==> config.mk <==
export PLATFORM = sky130hd
export DESIGN_NAME = tmr_fault_manager
export DESIGN_NICKNAME = d
export VERILOG_FILES = /design/src/rtl/tmr_fault_manager.sv
export SDC_FILE = /design/constraint.sdc
export NUM_CORES = 1
export LEC_CHECK = 0
export ABC_AREA = 1
export BUFFER_PORTS_ARGS = -buffer_cell sky130_fd_sc_hd__buf_2
export CAP_MARGIN = 40
export CORE_ASPECT_RATIO = 1.25
export CORE_MARGIN = 4
export CORE_UTILIZATION = 25
export DETAILED_ROUTE_END_ITERATION = 8
export PLACE_DENSITY = 0.53
export SKIP_LAST_GASP = 1
export SLEW_MARGIN = 20
export SYNTH_ARGS = -nofsm -noshare
export SYNTH_HDL_FRONTEND = slang
export SYNTH_SLANG_ARGS = --single-unit
==> constraint.sdc <==
create_clock -name clk -period 6.5 [get_ports clk]
set_input_delay 0.65 -clock clk [delete_from_list [all_inputs] [get_ports clk]]
set_output_delay 0.65 -clock clk [all_outputs]
set_load 0.1 [all_outputs]
==> src/rtl/tmr_fault_manager.sv <==
// -----------------------------------------------------------------------------
// tmr_fault_manager
//
// Purpose:
//   This block reads the registered status from a TMR voter. It filters out
//   short single-core mismatches and confirms a fault only when one core's
//   flag persists. On a confirmed fault it:
//     1. drives a timed reset pulse to the faulty core,
//     2. waits out a hold-off while that core re-synchronises,
//     3. resumes monitoring.
//   A multi-core disagreement, or a new fault on another core while degraded,
//   latches a sticky FATAL state. Only rst leaves FATAL.
//
// Optional feature (macro TMR_FAULT_IRQ_EN):
//   Adds the ports irq / irq_ack. irq is set on entry to RESET_CORE or FATAL.
//   It clears on the edge that samples irq_ack=1. A coincident set wins.
//
// Ports:
//   clk              system clock, rising edge
//   rst              asynchronous active-high reset
//   disagreement     voter status; informational only
//   fault_flags[2:0] per-core mismatch flags: [0]=A [1]=B [2]=C
//   clear_counts     synchronous clear of all event counters (clear wins)
//   core_rst[2:0]    per-core reset request
//   degraded         high in RESET_CORE and RECOVER
//   fatal            sticky no-majority / double-fault indication
//   state[2:0]       0=MONITOR 1=CONFIRM 2=RESET_CORE 3=RECOVER 4=FATAL
//   fault_count_a/b/c  confirmed faults per core, saturating
//   transient_count  flags that cleared (or moved) before confirmation
//   irq / irq_ack    (TMR_FAULT_IRQ_EN only) event interrupt and acknowledge
// -----------------------------------------------------------------------------
module tmr_fault_manager #(
    parameter int PERSIST_CYCLES = 8,
    parameter int RESET_CYCLES   = 16,
    parameter int HOLDOFF_CYCLES = 64,
    parameter int CNT_W          = 16
) (
    input  logic             clk,
    input  logic             rst,
    input  logic             disagreement,
    input  logic [2:0]       fault_flags,
    input  logic             clear_counts,
`ifdef TMR_FAULT_IRQ_EN
    input  logic             irq_ack,
    output logic             irq,
`endif
    output logic [2:0]       core_rst,
    output logic             degraded,
    output logic             fatal,
    output logic [2:0]       state,
    output logic [CNT_W-1:0] fault_count_a,
    output logic [CNT_W-1:0] fault_count_b,
    output logic [CNT_W-1:0] fault_count_c,
    output logic [CNT_W-1:0] transient_count
);

    typedef enum logic [2:0] {
        S_MONITOR    = 3'd0,
        S_CONFIRM    = 3'd1,
        S_RESET_CORE = 3'd2,
        S_RECOVER    = 3'd3,
        S_FATAL      = 3'd4
    } state_t;

    localparam int TMAX = (RESET_CYCLES > HOLDOFF_CYCLES) ? RESET_CYCLES : HOLDOFF_CYCLES;
    localparam int TW   = $clog2(TMAX + 1);
    localparam int PW   = $clog2(PERSIST_CYCLES + 1);

    state_t          r_state;
    logic [1:0]      r_idx;
    logic [PW-1:0]   r_persist;
    logic [TW-1:0]   r_timer;

    logic            w_single;
    logic            w_multi;
    logic [1:0]      w_new_idx;
    logic [2:0]      w_idx_mask;
    logic            w_match;
    logic            w_other;
    logic            w_confirm;
    logic            w_go_fatal;
    logic            w_unused;

    // disagreement is redundant with fault_flags; decisions use the flags only.
    assign w_unused = disagreement;
    assign state    = r_state;

    function automatic logic [CNT_W-1:0] sat_inc(input logic [CNT_W-1:0] v);
        return (v == {CNT_W{1'b1}}) ? v : v + 1'b1;
    endfunction

    always_comb begin
        w_single   = (fault_flags != 3'd0) && ((fault_flags & (fault_flags - 3'd1)) == 3'd0);
        w_multi    = (fault_flags != 3'd0) && !w_single;
        w_new_idx  = fault_flags[0] ? 2'd0 : (fault_flags[1] ? 2'd1 : 2'd2);
        w_idx_mask = 3'b001 << r_idx;
        w_match    = (fault_flags == w_idx_mask);
        w_other    = |(fault_flags & ~w_idx_mask);
        // Confirm on the edge that samples the PERSIST_CYCLES-th consecutive flag.
        w_confirm  = (r_state == S_CONFIRM) && w_match &&
                     (r_persist == PW'(PERSIST_CYCLES - 1));
        w_go_fatal = (((r_state == S_MONITOR) || (r_state == S_CONFIRM)) && w_multi) ||
                     (((r_state == S_RESET_CORE) || (r_state == S_RECOVER)) && w_other);
    end

    always_ff @(posedge clk or posedge rst) begin
        if (rst) begin
            r_state         <= S_MONITOR;
            r_idx           <= 2'd0;
            r_persist       <= '0;
            r_timer         <= '0;
            core_rst        <= 3'd0;
            degraded        <= 1'b0;
            fatal           <= 1'b0;
            fault_count_a   <= '0;
            fault_count_b   <= '0;
            fault_count_c   <= '0;
            transient_count <= '0;
        end else begin
            if (w_go_fatal) begin
                r_state  <= S_FATAL;
                fatal    <= 1'b1;
                core_rst <= 3'd0;
                degraded <= 1'b0;
            end else begin
                case (r_state)
                    S_MONITOR: begin
                        if (w_single) begin
                            r_state   <= S_CONFIRM;
                            r_idx     <= w_new_idx;
                            r_persist <= PW'(1);
                        end
                    end
                    S_CONFIRM: begin
                        if (w_confirm) begin
                            r_state   <= S_RESET_CORE;
                            r_persist <= '0;
                            core_rst  <= w_idx_mask;
                            degraded  <= 1'b1;
                            r_timer   <= TW'(RESET_CYCLES - 1);
                            case (r_idx)
                                2'd0:    fault_count_a <= sat_inc(fault_count_a);
                                2'd1:    fault_count_b <= sat_inc(fault_count_b);
                                default: fault_count_c <= sat_inc(fault_count_c);
                            endcase
                        end else if (w_match) begin
                            r_persist <= r_persist + 1'b1;
                        end else if (fault_flags == 3'd0) begin
                            r_state         <= S_MONITOR;
                            r_persist       <= '0;
                            transient_count <= sat_inc(transient_count);
                        end else begin
                            // A different single core now disagrees: restart on it.
                            r_idx           <= w_new_idx;
                            r_persist       <= PW'(1);
                            transient_count <= sat_inc(transient_count);
                        end
                    end
                    S_RESET_CORE: begin
                        if (r_timer == '0) begin
                            r_state  <= S_RECOVER;
                            core_rst <= 3'd0;
                            r_timer  <= TW'(HOLDOFF_CYCLES - 1);
                        end else begin
                            r_timer <= r_timer - 1'b1;
                        end
                    end
                    S_RECOVER: begin
                        if (r_timer == '0) begin
                            r_state  <= S_MONITOR;
                            degraded <= 1'b0;
                        end else begin
                            r_timer <= r_timer - 1'b1;
                        end
                    end
                    S_FATAL: begin
                        fatal    <= 1'b1;
                        core_rst <= 3'd0;
                        degraded <= 1'b0;
                    end
                    default: begin
                        r_state <= S_FATAL;
                        fatal   <= 1'b1;
                    end
                endcase
            end

            // Placed last so it overrides any increment on the same edge.
            if (clear_counts) begin
                fault_count_a   <= '0;
                fault_count_b   <= '0;
                fault_count_c   <= '0;
                transient_count <= '0;
            end
        end
    end

`ifdef TMR_FAULT_IRQ_EN
    always_ff @(posedge clk or posedge rst) begin
        if (rst) begin
            irq <= 1'b0;
        end else if (w_confirm || w_go_fatal) begin
            irq <= 1'b1;
        end else if (irq_ack) begin
            irq <= 1'b0;
        end
    end
`endif

endmodule

==> out/metrics.cfg <==
[clocking]
cts_resized = 0
post_cts_buffers = 0
cts_tree = done
clock_path_buffers = 2
cts_made_buffers = 9
clock_sinks = 85
cts_root_buffer = clkbuf_16
htreeDepth = 3
path_clk_slew_ns = 0.06
hold_buffers = 0
clock_latency_ns = 0.34

[drt]
drt-met1-wl_um = 7070
detail_route.first_pass.iterations = 4
drtIter0Drc = 189
wl_per_cell_um = 12.9
vias = 5476
drc = 0
dr_wl_met2_um = 7670
via_per_inst = 4.56
wl_met3_um = 535
ant_nets = 0
routed_wl_um = 15500
highest_layer = met4

[outcome]
outcome = finished, final reports clean

[die]
row_count = 61
fp.dieH_um = 177
start_util = 0.255
ios = 79
core_area_um2 = 22300
fp.dieW_um = 143
dieArea_um2 = 25200

[synthesis]
syn_nets = 862
ys_seq_elements = 85
postSynthCellCount = 845
yosys_warnings = 0
synth-async-reset-ratio = 1.00
synth_edf_count = 0
avgSynthCellArea_um2 = 6.73
synth_top_area_cell = dfrtp_1
synth.distinct_cells = 33
synthTopCellsByArea = dfrtp_1 37%, nand2_1 18%, nand3_1 9.9%, nor2_1 7.7%, inv_1 5.7%
ys_seq_area_frac = 0.374
ys_top_cells_by_count = 278 x nand2_1, 117 x nor2_1, 112 x nand3_1
synth-main-ff-cell = dfrtp_1
syn_area_um2 = 5680
synth_top_area_share = 0.374
synth.most_common_cell = nand2_1

[timing]
hold_slack_ns = 0.390
hold_viol_final = 0
relSlewSlack = 0.475
worst_pin_slew_ns = 0.788
finalCritPeriodShare = 0.479
fin_ws_ns = 3.39
min_period_ns = 3.11
timing.fmax_mhz = 321
maxSlewViolCount = 0
rsz0062_at_grt = false
setup-violations-final = 0
tns_ns = 0
skew_ns = 0.00663

[setup_path]
startpoint_type = flop
cp_max_fo = 15
reg2reg_depth = 10
path_class = flop to flop
arrival_ns = 3.34
crit_path_end_kind = flop
critPathSlowestCell = nand3_1
r2r_setup_slack_ns = 3.39
regToRegStartpoint = r_idx[1]$_DFFE_PP0P_
max_stage_delay_ns = 0.59
reg2reg_to = fault_count_c[15]$_DFFE_PP0P_
crit_required_ns = 6.72
cp_common_cell = nand2_1
path_cells = nor2_1 -> inv_1 -> ha_1 -> nand3_1 -> nor2_4 -> nand2_4 -> nand2_1 -> nand3_1 -> nand2_1 -> nand2_1

[power]
leakage_nw = 3.43
power.density_nw_per_um2 = 242
peakVddDrop_mv = 0.174

[layout]
fillers = 2508
n_antenna_cell = 0
regArea_um2 = 2130
nets = 932
drive_gt1_frac = 0.130
synthToLayoutAreaGrowth_pct = 16.5
multiInputGateArea_um2 = 3110

[placement]
post-place-ws_ns = 3.34
hpwl_um = 11000
portBuffers = 77
gp_congestion = 0.822

[min_path]
hold_path.class = input pin to async pin

[run]
maxCapViolations = 0

[global_route]
grt_pass1_vias = 5345
antenna_found_initial = 0
grt_pass1_wl_um = 26500
grt_max_degree = 74
grt_util_all_layers = 0.129
overflow = 0

per-layer routing:
| metal | vias up | track usage |
|---|---|---|
| met4 | 0 | 0.0440 |
| met5 | - | 0 |
| li1 | 2823 | - |
| met1 | 2555 | 0.164 |
| met2 | 82 | 0.221 |
| met3 | 16 | 0.0219 |
layout make-up:
type / instances / share of cell area
multi-input combinational: 650 / 0.470
timing repair buffer: 79 / 0.0605
inverter: 90 / 0.0512
tap: 283 / 0.0535
sequential: 85 / 0.321
clock inverter: 4 / 0.00756
clock buffer: 10 / 0.0361
state kept, by name (all words and copies together), names as in the netlist:
| signal | count |
|---|---|
| fault_count_b | 16 |
| state | 3 |
| core_rst | 3 |
| r_timer | 7 |
| degraded | 1 |
| transient_count | 16 |
| fault_count_c | 16 |
| r_persist | 4 |
| fatal | 1 |
| r_idx | 2 |
| fault_count_a | 16 |
report_power, final:
| part | internal (mW) | switching [mW] | total (mW) |
|---|---|---|---|
| sequential | 0.574 | 0.0580 | 0.632 |
| clock | 0.304 | 0.216 | 0.519 |
| combinational | 0.102 | 0.350 | 0.452 |
| total | 0.980 | 0.624 | 1.60 |
worst max-delay path by stage:
stage                                    start                       endpoint
after floorplan                            rst        core_rst[0]$_DFFE_PP0P_
final                     r_idx[1]$_DFFE_PP0P_  fault_count_c[15]$_DFFE_PP0P_
after detailed placement  r_idx[1]$_DFFE_PP0P_   fault_count_c[3]$_DFFE_PP0P_
after global routing      r_idx[1]$_DFFE_PP0P_  fault_count_c[15]$_DFFE_PP0P_
after CTS                 r_idx[1]$_DFFE_PP0P_  fault_count_c[10]$_DFFE_PP0P_
after global placement    r_idx[1]$_DFFE_PP0P_  fault_count_c[14]$_DFFE_PP0P_
through the flow:
step	area (um2)	util	total power, mW	std cells
2_1_floorplan	5680	-	1.01	845
4_1_cts	6620	0.297	1.64	1201
6_report	6620	0.297	1.60	1201
3_5_place_dp	6330	0.284	1.10	1187
3_3_place_gp	6330	0.284	1.10	1187
5_1_grt	6620	0.297	1.72	1201
cells in the final DEF (no fill, tap or decap), types with 3 or more instances in the layout:
cell       synthesis  routed
a21oi_1            4       4
buf_2              5      77
xnor2_1            5       5
xor2_1            29      29
o21ai_1            8       8
nand2_2            4       4
nand3b_1           3       3
nand4_1           22      22
clkbuf_16          0       9
nand3_1          112     112
and2_1             3       3
nand2_1          278     278
nor3_1             8       8
inv_1             86      84
nor2_1           117     117
ha_1              10      10
nor2_4             5       5
o21ai_0           27      27
dfrtp_1           85      85
nand2_4            3       3
inv_2              4       5
cells by family after synthesis:
kind of cell | after synthesis | share of synthesized area
adders and majority gates | 10 | 0.0220
xor gates and xnor gates | 34 | 0.0524
buffers and inverters | 110 | 0.0784
and+or+nand+nor | 564 | 0.435
DFF | 85 | 0.374
AOI/OAI and AO/OA | 42 | 0.0383
worst max-delay path: cells and delay by family (launching register included):
kind / cells / cell delay (ns)
buffers and inverters: 1 / 0.09
DFF: 1 / 0.45
adders and majority gates: 1 / 0.28
and+or+nand+nor: 8 / 2.18
(Power assumes the default switching activity.)
